### config.mk
export PLATFORM = sky130hd
export DESIGN_NAME = np_strip_ctrl_flat
export DESIGN_NICKNAME = d
export VERILOG_FILES = /design/src/rtl/np_pkg.sv /design/src/rtl/np_strip_ctrl_if.sv /design/src/rtl/np_pixel_ram.sv /design/src/rtl/np_strip_ctrl.sv /design/src/flat_wrapper.sv
export SDC_FILE = /design/constraint.sdc
export NUM_CORES = 1
export LEC_CHECK = 0
export CORE_UTILIZATION = 55
export CTS_BUF_LIST = sky130_fd_sc_hd__clkbuf_16
export DETAILED_ROUTE_END_ITERATION = 10
export HOLD_SLACK_MARGIN = 0.02
export MAX_ROUTING_LAYER = met4
export PLACE_DENSITY = 0.73
export RECOVER_POWER = 50
export SLEW_MARGIN = 10
export SYNTH_ARGS = -nofsm -noshare
export SYNTH_HDL_FRONTEND = slang
export SYNTH_SLANG_ARGS = --single-unit
### constraint.sdc
create_clock -name pclk -period 4.1 [get_ports pclk]
set_clock_uncertainty 0.1 [all_clocks]
set_input_delay 0.41 -clock pclk [delete_from_list [all_inputs] [get_ports pclk]]
set_output_delay 0.41 -clock pclk [all_outputs]
set_load 0.01 [all_outputs]
### src/rtl/np_pkg.sv
// Shared definitions for the NeoPixel strip controller: register map, command bits,
// sequencer state encoding and small helpers.
package np_pkg;

    localparam logic [7:0] REG_CTRL   = 8'h40;
    localparam logic [7:0] REG_COUNT  = 8'h44;
    localparam logic [7:0] REG_STATUS = 8'h48;

    localparam int CTRL_START   = 0;
    localparam int CTRL_CLEAR   = 1;
    localparam int CTRL_IRQ_ACK = 2;
    localparam int CTRL_ABORT   = 3;

    localparam int CMD_SET  = 24;
    localparam int CMD_SEND = 25;
    localparam int CMD_CLR  = 26;

    localparam int WAIT_CYC_DEFAULT = 8400;
    localparam int IDX_W            = 5;
    localparam int MAX_NPIX         = 16;

    typedef enum logic [2:0] {
        ST_IDLE = 3'd0,
        ST_LOAD = 3'd1,
        ST_FIRE = 3'd2,
        ST_WAIT = 3'd3,
        ST_DONE = 3'd4
    } np_state_e;

    function automatic logic [31:0] np_set_cmd(input logic [23:0] pix);
        logic [31:0] w;
        w          = {8'h00, pix};
        w[CMD_SET] = 1'b1;
        return w;
    endfunction

    function automatic logic [31:0] np_send_cmd();
        logic [31:0] w;
        w           = '0;
        w[CMD_SEND] = 1'b1;
        return w;
    endfunction

    // Effective pixel count: requested COUNT limited to the buffer depth.
    function automatic logic [IDX_W-1:0] np_clamp(input logic [IDX_W-1:0] cnt, input int npix);
        if (int'(cnt) > npix) return IDX_W'(npix);
        return cnt;
    endfunction

endpackage

### src/rtl/np_strip_ctrl_if.sv
// Register bus between the host and the strip controller.
interface np_strip_ctrl_if;
  logic        bus_write_en;
  logic        bus_read_en;
  logic        ctrl_en;
  logic [7:0]  bus_addr;
  logic [31:0] bus_write_data;
  logic [31:0] bus_read_data;

  modport master (
    output bus_write_en, bus_read_en, ctrl_en, bus_addr, bus_write_data,
    input  bus_read_data
  );

  modport slave (
    input  bus_write_en, bus_read_en, ctrl_en, bus_addr, bus_write_data,
    output bus_read_data
  );
endinterface

### src/rtl/np_pixel_ram.sv
// NPIX x 24-bit GRB pixel store: one write port, combinational bus and sequencer reads.
module np_pixel_ram
  import np_pkg::*;
#(
  parameter int NPIX = 8
) (
  input  logic             pclk,
  input  logic             nreset,
  input  logic             we_i,
  input  logic             clr_i,
  input  logic [IDX_W-1:0] waddr_i,
  input  logic [23:0]      wdata_i,
  input  logic [IDX_W-1:0] bus_raddr_i,
  output logic [23:0]      bus_rdata_o,
  input  logic [IDX_W-1:0] seq_raddr_i,
  output logic [23:0]      seq_rdata_o
);

  logic [23:0] word_w [MAX_NPIX];

  // Slots beyond NPIX are tied to zero so out-of-range reads return 0.
  genvar gi;
  generate
    for (gi = 0; gi < MAX_NPIX; gi++) begin : g_word
      if (gi < NPIX) begin : g_live
        localparam logic [IDX_W-1:0] ADDR = IDX_W'(gi);
        logic [23:0] word_q;

        always_ff @(posedge pclk or negedge nreset) begin
          if (!nreset) begin
            word_q <= '0;
          end else if (clr_i) begin
            word_q <= '0;
          end else if (we_i && (waddr_i == ADDR)) begin
            word_q <= wdata_i;
          end
        end

        assign word_w[gi] = word_q;
      end else begin : g_tie
        assign word_w[gi] = '0;
      end
    end
  endgenerate

  assign bus_rdata_o = bus_raddr_i[IDX_W-1] ? '0 : word_w[bus_raddr_i[IDX_W-2:0]];
  assign seq_rdata_o = seq_raddr_i[IDX_W-1] ? '0 : word_w[seq_raddr_i[IDX_W-2:0]];

endmodule

### src/rtl/np_strip_ctrl.sv
// NeoPixel strip sequencer: holds pixel colours and streams SET/SEND command pairs
// to the pixel driver, spacing pixels by the driver's transmit + latch time.
module np_strip_ctrl
  import np_pkg::*;
#(
  parameter int NPIX     = 8,
  parameter int WAIT_CYC = WAIT_CYC_DEFAULT
) (
  input  logic                  pclk,
  input  logic                  nreset,
  np_strip_ctrl_if.slave        bus,
  output logic                  np_bus_write_en,
  output logic                  np_en,
  output logic [7:0]            np_bus_addr,
  output logic [31:0]           np_bus_write_data,
  output logic                  busy,
  output logic                  irq_done
);

  localparam int             WCW       = (WAIT_CYC > 1) ? $clog2(WAIT_CYC) : 1;
  localparam logic [WCW-1:0] WAIT_LOAD = WCW'(WAIT_CYC - 1);
  localparam logic [7:0]     PIX_END   = 8'(4 * NPIX);

  np_state_e        state_q;
  logic             busy_q;
  logic             irq_q;
  logic             abort_q;
  logic [IDX_W-1:0] index_q;
  logic [IDX_W-1:0] cnt_eff_q;
  logic [IDX_W-1:0] count_q;
  logic [WCW-1:0]   wait_q;
  logic             np_we_q;
  logic             np_en_q;
  logic [31:0]      np_data_q;

  logic             wr_sel;
  logic             rd_sel;
  logic             pix_hit;
  logic             ctrl_wr;
  logic             start_cmd;
  logic             clear_cmd;
  logic             ack_cmd;
  logic             abort_cmd;
  logic             pix_we;
  logic             pix_clr;
  logic             count_we;
  logic [IDX_W-1:0] idx_next;
  logic [IDX_W-1:0] seq_raddr;
  logic [23:0]      bus_pix;
  logic [23:0]      seq_pix;
  logic [31:0]      rdata;
  logic             unused_wdata_hi;

  assign wr_sel    = bus.ctrl_en & bus.bus_write_en;
  assign rd_sel    = bus.ctrl_en & bus.bus_read_en;
  assign pix_hit   = (bus.bus_addr < PIX_END) && (bus.bus_addr[1:0] == 2'b00);
  assign ctrl_wr   = wr_sel && (bus.bus_addr == REG_CTRL);
  assign start_cmd = ctrl_wr & bus.bus_write_data[CTRL_START];
  assign clear_cmd = ctrl_wr & bus.bus_write_data[CTRL_CLEAR];
  assign ack_cmd   = ctrl_wr & bus.bus_write_data[CTRL_IRQ_ACK];
  assign abort_cmd = ctrl_wr & bus.bus_write_data[CTRL_ABORT];

  // Pixel, CLEAR and COUNT updates are only honoured between sequences.
  assign pix_we   = wr_sel & pix_hit & (state_q == ST_IDLE);
  assign pix_clr  = clear_cmd & (state_q == ST_IDLE);
  assign count_we = wr_sel && (bus.bus_addr == REG_COUNT) && (state_q == ST_IDLE);

  assign unused_wdata_hi = ^bus.bus_write_data[31:24];

  // The sequencer looks one pixel ahead so the LOAD data can be registered on entry.
  assign idx_next  = index_q + IDX_W'(1);
  assign seq_raddr = (state_q == ST_WAIT) ? idx_next : '0;

  np_pixel_ram #(
    .NPIX (NPIX)
  ) u_pixel_ram (
    .pclk        (pclk),
    .nreset      (nreset),
    .we_i        (pix_we),
    .clr_i       (pix_clr),
    .waddr_i     (bus.bus_addr[6:2]),
    .wdata_i     (bus.bus_write_data[23:0]),
    .bus_raddr_i (bus.bus_addr[6:2]),
    .bus_rdata_o (bus_pix),
    .seq_raddr_i (seq_raddr),
    .seq_rdata_o (seq_pix)
  );

  always_ff @(posedge pclk or negedge nreset) begin
    if (!nreset) begin
      count_q <= IDX_W'(NPIX);
    end else if (count_we) begin
      count_q <= bus.bus_write_data[IDX_W-1:0];
    end
  end

  always_ff @(posedge pclk or negedge nreset) begin
    if (!nreset) begin
      state_q   <= ST_IDLE;
      busy_q    <= 1'b0;
      irq_q     <= 1'b0;
      abort_q   <= 1'b0;
      index_q   <= '0;
      cnt_eff_q <= '0;
      wait_q    <= '0;
      np_we_q   <= 1'b0;
      np_en_q   <= 1'b0;
      np_data_q <= '0;
    end else begin
      np_we_q   <= 1'b0;
      np_en_q   <= 1'b0;
      np_data_q <= '0;
      if (ack_cmd) irq_q <= 1'b0;
      if (abort_cmd && (state_q != ST_IDLE)) abort_q <= 1'b1;

      case (state_q)
        ST_IDLE: begin
          if (start_cmd) begin
            busy_q    <= 1'b1;
            index_q   <= '0;
            abort_q   <= 1'b0;
            cnt_eff_q <= np_clamp(count_q, NPIX);
            if (count_q == '0) begin
              state_q <= ST_DONE;
            end else begin
              state_q   <= ST_LOAD;
              np_we_q   <= 1'b1;
              np_en_q   <= 1'b1;
              np_data_q <= np_set_cmd(seq_pix);
            end
          end
        end
        ST_LOAD: begin
          state_q   <= ST_FIRE;
          np_we_q   <= 1'b1;
          np_en_q   <= 1'b1;
          np_data_q <= np_send_cmd();
        end
        ST_FIRE: begin
          wait_q  <= WAIT_LOAD;
          state_q <= ST_WAIT;
        end
        ST_WAIT: begin
          if (wait_q != '0) begin
            wait_q <= wait_q - WCW'(1);
          end else begin
            index_q <= idx_next;
            // A pending abort only takes effect here, after the current pixel is latched.
            if ((idx_next < cnt_eff_q) && !abort_q) begin
              state_q   <= ST_LOAD;
              np_we_q   <= 1'b1;
              np_en_q   <= 1'b1;
              np_data_q <= np_set_cmd(seq_pix);
            end else begin
              state_q <= ST_DONE;
            end
          end
        end
        ST_DONE: begin
          irq_q   <= 1'b1;
          busy_q  <= 1'b0;
          abort_q <= 1'b0;
          state_q <= ST_IDLE;
        end
        default: state_q <= ST_IDLE;
      endcase
    end
  end

  always_comb begin
    rdata = '0;
    if (rd_sel) begin
      if (pix_hit) begin
        rdata = {8'h00, bus_pix};
      end else if (bus.bus_addr == REG_COUNT) begin
        rdata = {{(32-IDX_W){1'b0}}, count_q};
      end else if (bus.bus_addr == REG_STATUS) begin
        rdata = {23'b0, index_q, 2'b00, irq_q, busy_q};
      end
    end
  end

  assign bus.bus_read_data  = rdata;
  assign np_bus_write_en    = np_we_q;
  assign np_en              = np_en_q;
  assign np_bus_addr        = 8'h00;
  assign np_bus_write_data  = np_data_q;
  assign busy               = busy_q;
  assign irq_done           = irq_q;

endmodule

### src/flat_wrapper.sv
// flat-port wrapper written by rule: the top's interface ports become plain ports
module np_strip_ctrl_flat import np_pkg::*;
#(
  parameter int NPIX     = 8,
  parameter int WAIT_CYC = WAIT_CYC_DEFAULT
)
  (pclk, nreset, np_bus_write_en, np_en, np_bus_addr, np_bus_write_data, busy, irq_done, bus_bus_write_en, bus_bus_read_en, bus_ctrl_en, bus_bus_addr, bus_bus_write_data, bus_bus_read_data);
  np_strip_ctrl_if bus_i ();
  input  logic pclk;
  input  logic nreset;
  output logic np_bus_write_en;
  output logic np_en;
  output logic [7:0] np_bus_addr;
  output logic [31:0] np_bus_write_data;
  output logic busy;
  output logic irq_done;
  input wire logic [$bits(bus_i.bus_write_en)-1:0] bus_bus_write_en;
  input wire logic [$bits(bus_i.bus_read_en)-1:0] bus_bus_read_en;
  input wire logic [$bits(bus_i.ctrl_en)-1:0] bus_ctrl_en;
  input wire logic [$bits(bus_i.bus_addr)-1:0] bus_bus_addr;
  input wire logic [$bits(bus_i.bus_write_data)-1:0] bus_bus_write_data;
  output wire logic [$bits(bus_i.bus_read_data)-1:0] bus_bus_read_data;
  assign bus_i.bus_write_en = bus_bus_write_en;
  assign bus_i.bus_read_en = bus_bus_read_en;
  assign bus_i.ctrl_en = bus_ctrl_en;
  assign bus_i.bus_addr = bus_bus_addr;
  assign bus_i.bus_write_data = bus_bus_write_data;
  assign bus_bus_read_data = bus_i.bus_read_data;
  np_strip_ctrl #(.NPIX(NPIX), .WAIT_CYC(WAIT_CYC)) u_core (.pclk(pclk), .nreset(nreset), .bus(bus_i), .np_bus_write_en(np_bus_write_en), .np_en(np_en), .np_bus_addr(np_bus_addr), .np_bus_write_data(np_bus_write_data), .busy(busy), .irq_done(irq_done));
endmodule
==> out/results.tsv <==
metric	value	unit
Initial DRC Count	1160	
drt first pass iters	5	
Synth async-reset ratio	1.00	
min cycle time layout	3730	ps
n_diodes	0	
share of layout cells above drive strength 1	0.119	
Total GRT Usage	0.309	
Worst Path Required	3590	ps
CTS root buf	clkbuf_16	
register area share after synthesis	0.434	
crit share post-route	0.910	
antenna violations before repair	0	
CTS Buffer Depth	3	
Final HPWL DP	23.5	mm
final net count	1541	
total wire length	39.9	mm
area of the multi-input gates	7380	sq um
failing checks	max-capacitance violations, max-slew violations	
input/output buffers	90	
Max IR drop VDD	0.316	mV
Antenna Nets Post-Route	0	
Max-Cap Viols	1	
via count	11500	
Synth cell types	61	
post-synthesis to final-layout area growth	11.4	%
Top Ports	121	
Vias/cell	6.26	
Die Ht	165	microns
Synth Register Bits	254	
die area	27300	sq um
dpl cells	1794	
Slowest Stage Delay on Critical Path	680	ps
Initial Util	0.562	
DRC violation count after routing	0	
first-pass GRT wire length	62.2	mm
CTS tree	yes	
fillers	2143	
largest net degree at the start of global routing	97	
TritonCTS Buffers	28	
critical path fanouts, max	5	
Lkg Pwr	8.05	nW
post-synthesis instance total	1478	
PD cells	309	nW/um^2
status	complete, but fails checks	
Placement Rows	59	
vias in the first global route	11100	
CP Class	in -> out	
post-route setup TNS	0	ps
H-tree depth	1	
Routed WL per cell	21.6	microns
Max Slew Vio Count	96	
Core Box Area	26100	sq um
Worst EP arrival	3220	ps
Syn Area/Cell	9.90	sq um
Worst setup SP type	input port	
clk_lat worst skew	540	ps
Setup Fix Bufs, Post-CTS	0	
Fin. Hold Viols	0	
post-synth design cell area	14600	sq um
Die X	165	microns
grt ovf	0	
gp weighted congestion	0.846	
RSZ-0062 raised after global routing	false	
worst-path cell chain	clkdlybuf4s50_1, or4_1, or3_1, nor2_1, nand2_1, a22oi_1, clkdlybuf4s50_1	
worst hold path class	in -> reg	
fmax	268	MHz
Crit path top cell by count	clkdlybuf4s50_1	
Worst Tran Pin Value	2500	ps
top_reg_cell synth	dfrtp_1	
worst rel slew slack	-0.665	
Sequential Area	6360	sq um
Yosys warnings	0	
Final setup viols	0	
final cell count without fillers	1845	
total power draw	5.03	mW
Sink Count	254	
CP endpoint kind	output pin	
clock-pin slew on the worst setup and hold paths	50	ps
Slowest cell on crit path	or4_1	
Post-synth EDFFs	0	
## cell usage after synthesis (17+ instances only)
library cell | count | area (sq um)
nor2_1 | 173 | 649
mux4_2 | 48 | 1080
nand2b_1 | 28 | 175
o211ai_1 | 24 | 180
nor3_1 | 29 | 145
or3_1 | 35 | 219
nand2_1 | 174 | 653
buf_6 | 23 | 259
o22ai_1 | 27 | 169
nor2b_1 | 18 | 113
a21oi_1 | 128 | 641
inv_1 | 17 | 63.8
buf_2 | 40 | 200
mux2_2 | 31 | 349
nand3_1 | 35 | 175
clkbuf_1 | 71 | 267
buf_4 | 23 | 173
mux2i_1 | 166 | 1660
dfrtp_1 | 253 | 6330
## metal layers
layer / track usage / vias to the layer above / wire length (microns)
li1: - / 5171 / -
met1: 0.418 / 5769 / 16900
met2: 0.480 / 503 / 18700
met3: 0.0415 / 99 / 3040
met4: 0.106 / 0 / 1260
met5: - / - / 0
## state kept, by name, indices dropped and copies added (netlist names)
| signal | flops |
|---|---|
| u_core.index_q | 5 |
| u_core.u_pixel_ram.g_word.g_live.word_q | 192 |
| u_core.count_q | 5 |
| u_core.state_q | 3 |
| u_core.np_bus_write_en | 1 |
| u_core.cnt_eff_q | 5 |
| u_core.abort_q | 1 |
| u_core.busy | 1 |
| u_core.irq_done | 1 |
| u_core.np_bus_write_data | 26 |
| u_core.wait_q | 14 |
## cells by family after synthesis
logic type	after synthesis	share of synthesized area
DFF	254	0.434
xor gates and xnor gates	13	0.00778
muxes	245	0.211
AOI/OAI and AO/OA	242	0.102
other	1	0.000256
adders and majority gates	6	0.00513
and+or+nand+nor	535	0.172
buffers and inverters	182	0.0678
## layout by cell type (no fill, tap or decap), drive strengths merged, types with 16 or more instances in the layout
cell,Yosys,routed
inv,17,19
o211ai,24,24
nor2,174,174
a21oi,128,128
nor3,31,31
mux2i,166,166
nand3,35,35
clkinv,0,17
nor2b,18,18
conb,1,22
or3,35,35
nand2b,28,28
mux2,31,31
buf,94,37
nand2,174,174
dfrtp,253,253
o22ai,27,27
mux4,48,48
dlygate4sd3,0,23
clkbuf,71,31
clkdlybuf4s50,0,64
o31a,16,16
## stage by stage
stage          utilization  hold WS, ps  instance area [sq um]  worst slack, ps
2_1_floorplan            -         14.4                  14700             1190
3_3_place_gp         0.595          364                  15500              500
3_5_place_dp         0.595          373                  15500              473
4_1_cts              0.627          364                  16300              466
5_1_grt              0.626          358                  16300              253
6_report             0.626          329                  16300              370
## cell type report
type / instances / area share
Sequential cell: 254 / 0.390
Timing Repair Buffer: 126 / 0.0761
Tap cell: 335 / 0.0257
Multi-Input combinational cell: 1063 / 0.453
Clock buffer: 29 / 0.0445
Inverter: 17 / 0.00391
Clock inverter: 21 / 0.00691
## final timing paths
check                                     from                            to  slack [ps]  depth (start not counted)
max in group asynchronous               nreset             u_core.index_q[0]        1040                          3
hold reg to reg            u_core.cnt_eff_q[0]           u_core.cnt_eff_q[0]         380                          2
hold / removal                 bus_bus_addr[4]                u_core.abort_q         330                          5
setup / recovery               bus_bus_addr[1]          bus_bus_read_data[5]         370                          7
setup reg to reg             u_core.index_q[0]  u_core.np_bus_write_data[14]         780                          9
min in group asynchronous               nreset                   u_core.busy        1060                          2
## worst max-delay path: cells and delay by family
kind                   cells  cell delay (ps)
buffers and inverters      2             1010
AO/OA/AOI/OAI              1              250
AND/OR/NAND/NOR            4             1550
## where the power goes
group	switching (mW)	internal, mW	total [mW]
registers	0.000360	2.51	2.51
clock network	0.986	1.32	2.31
logic	0.145	0.0685	0.213
## repair_timing
item	4_1_cts	5_1_grt
resized for setup	0	0
hold buffers	1	0
hold endpoints to repair	93	0
Power figures use the tool's default switching activity.
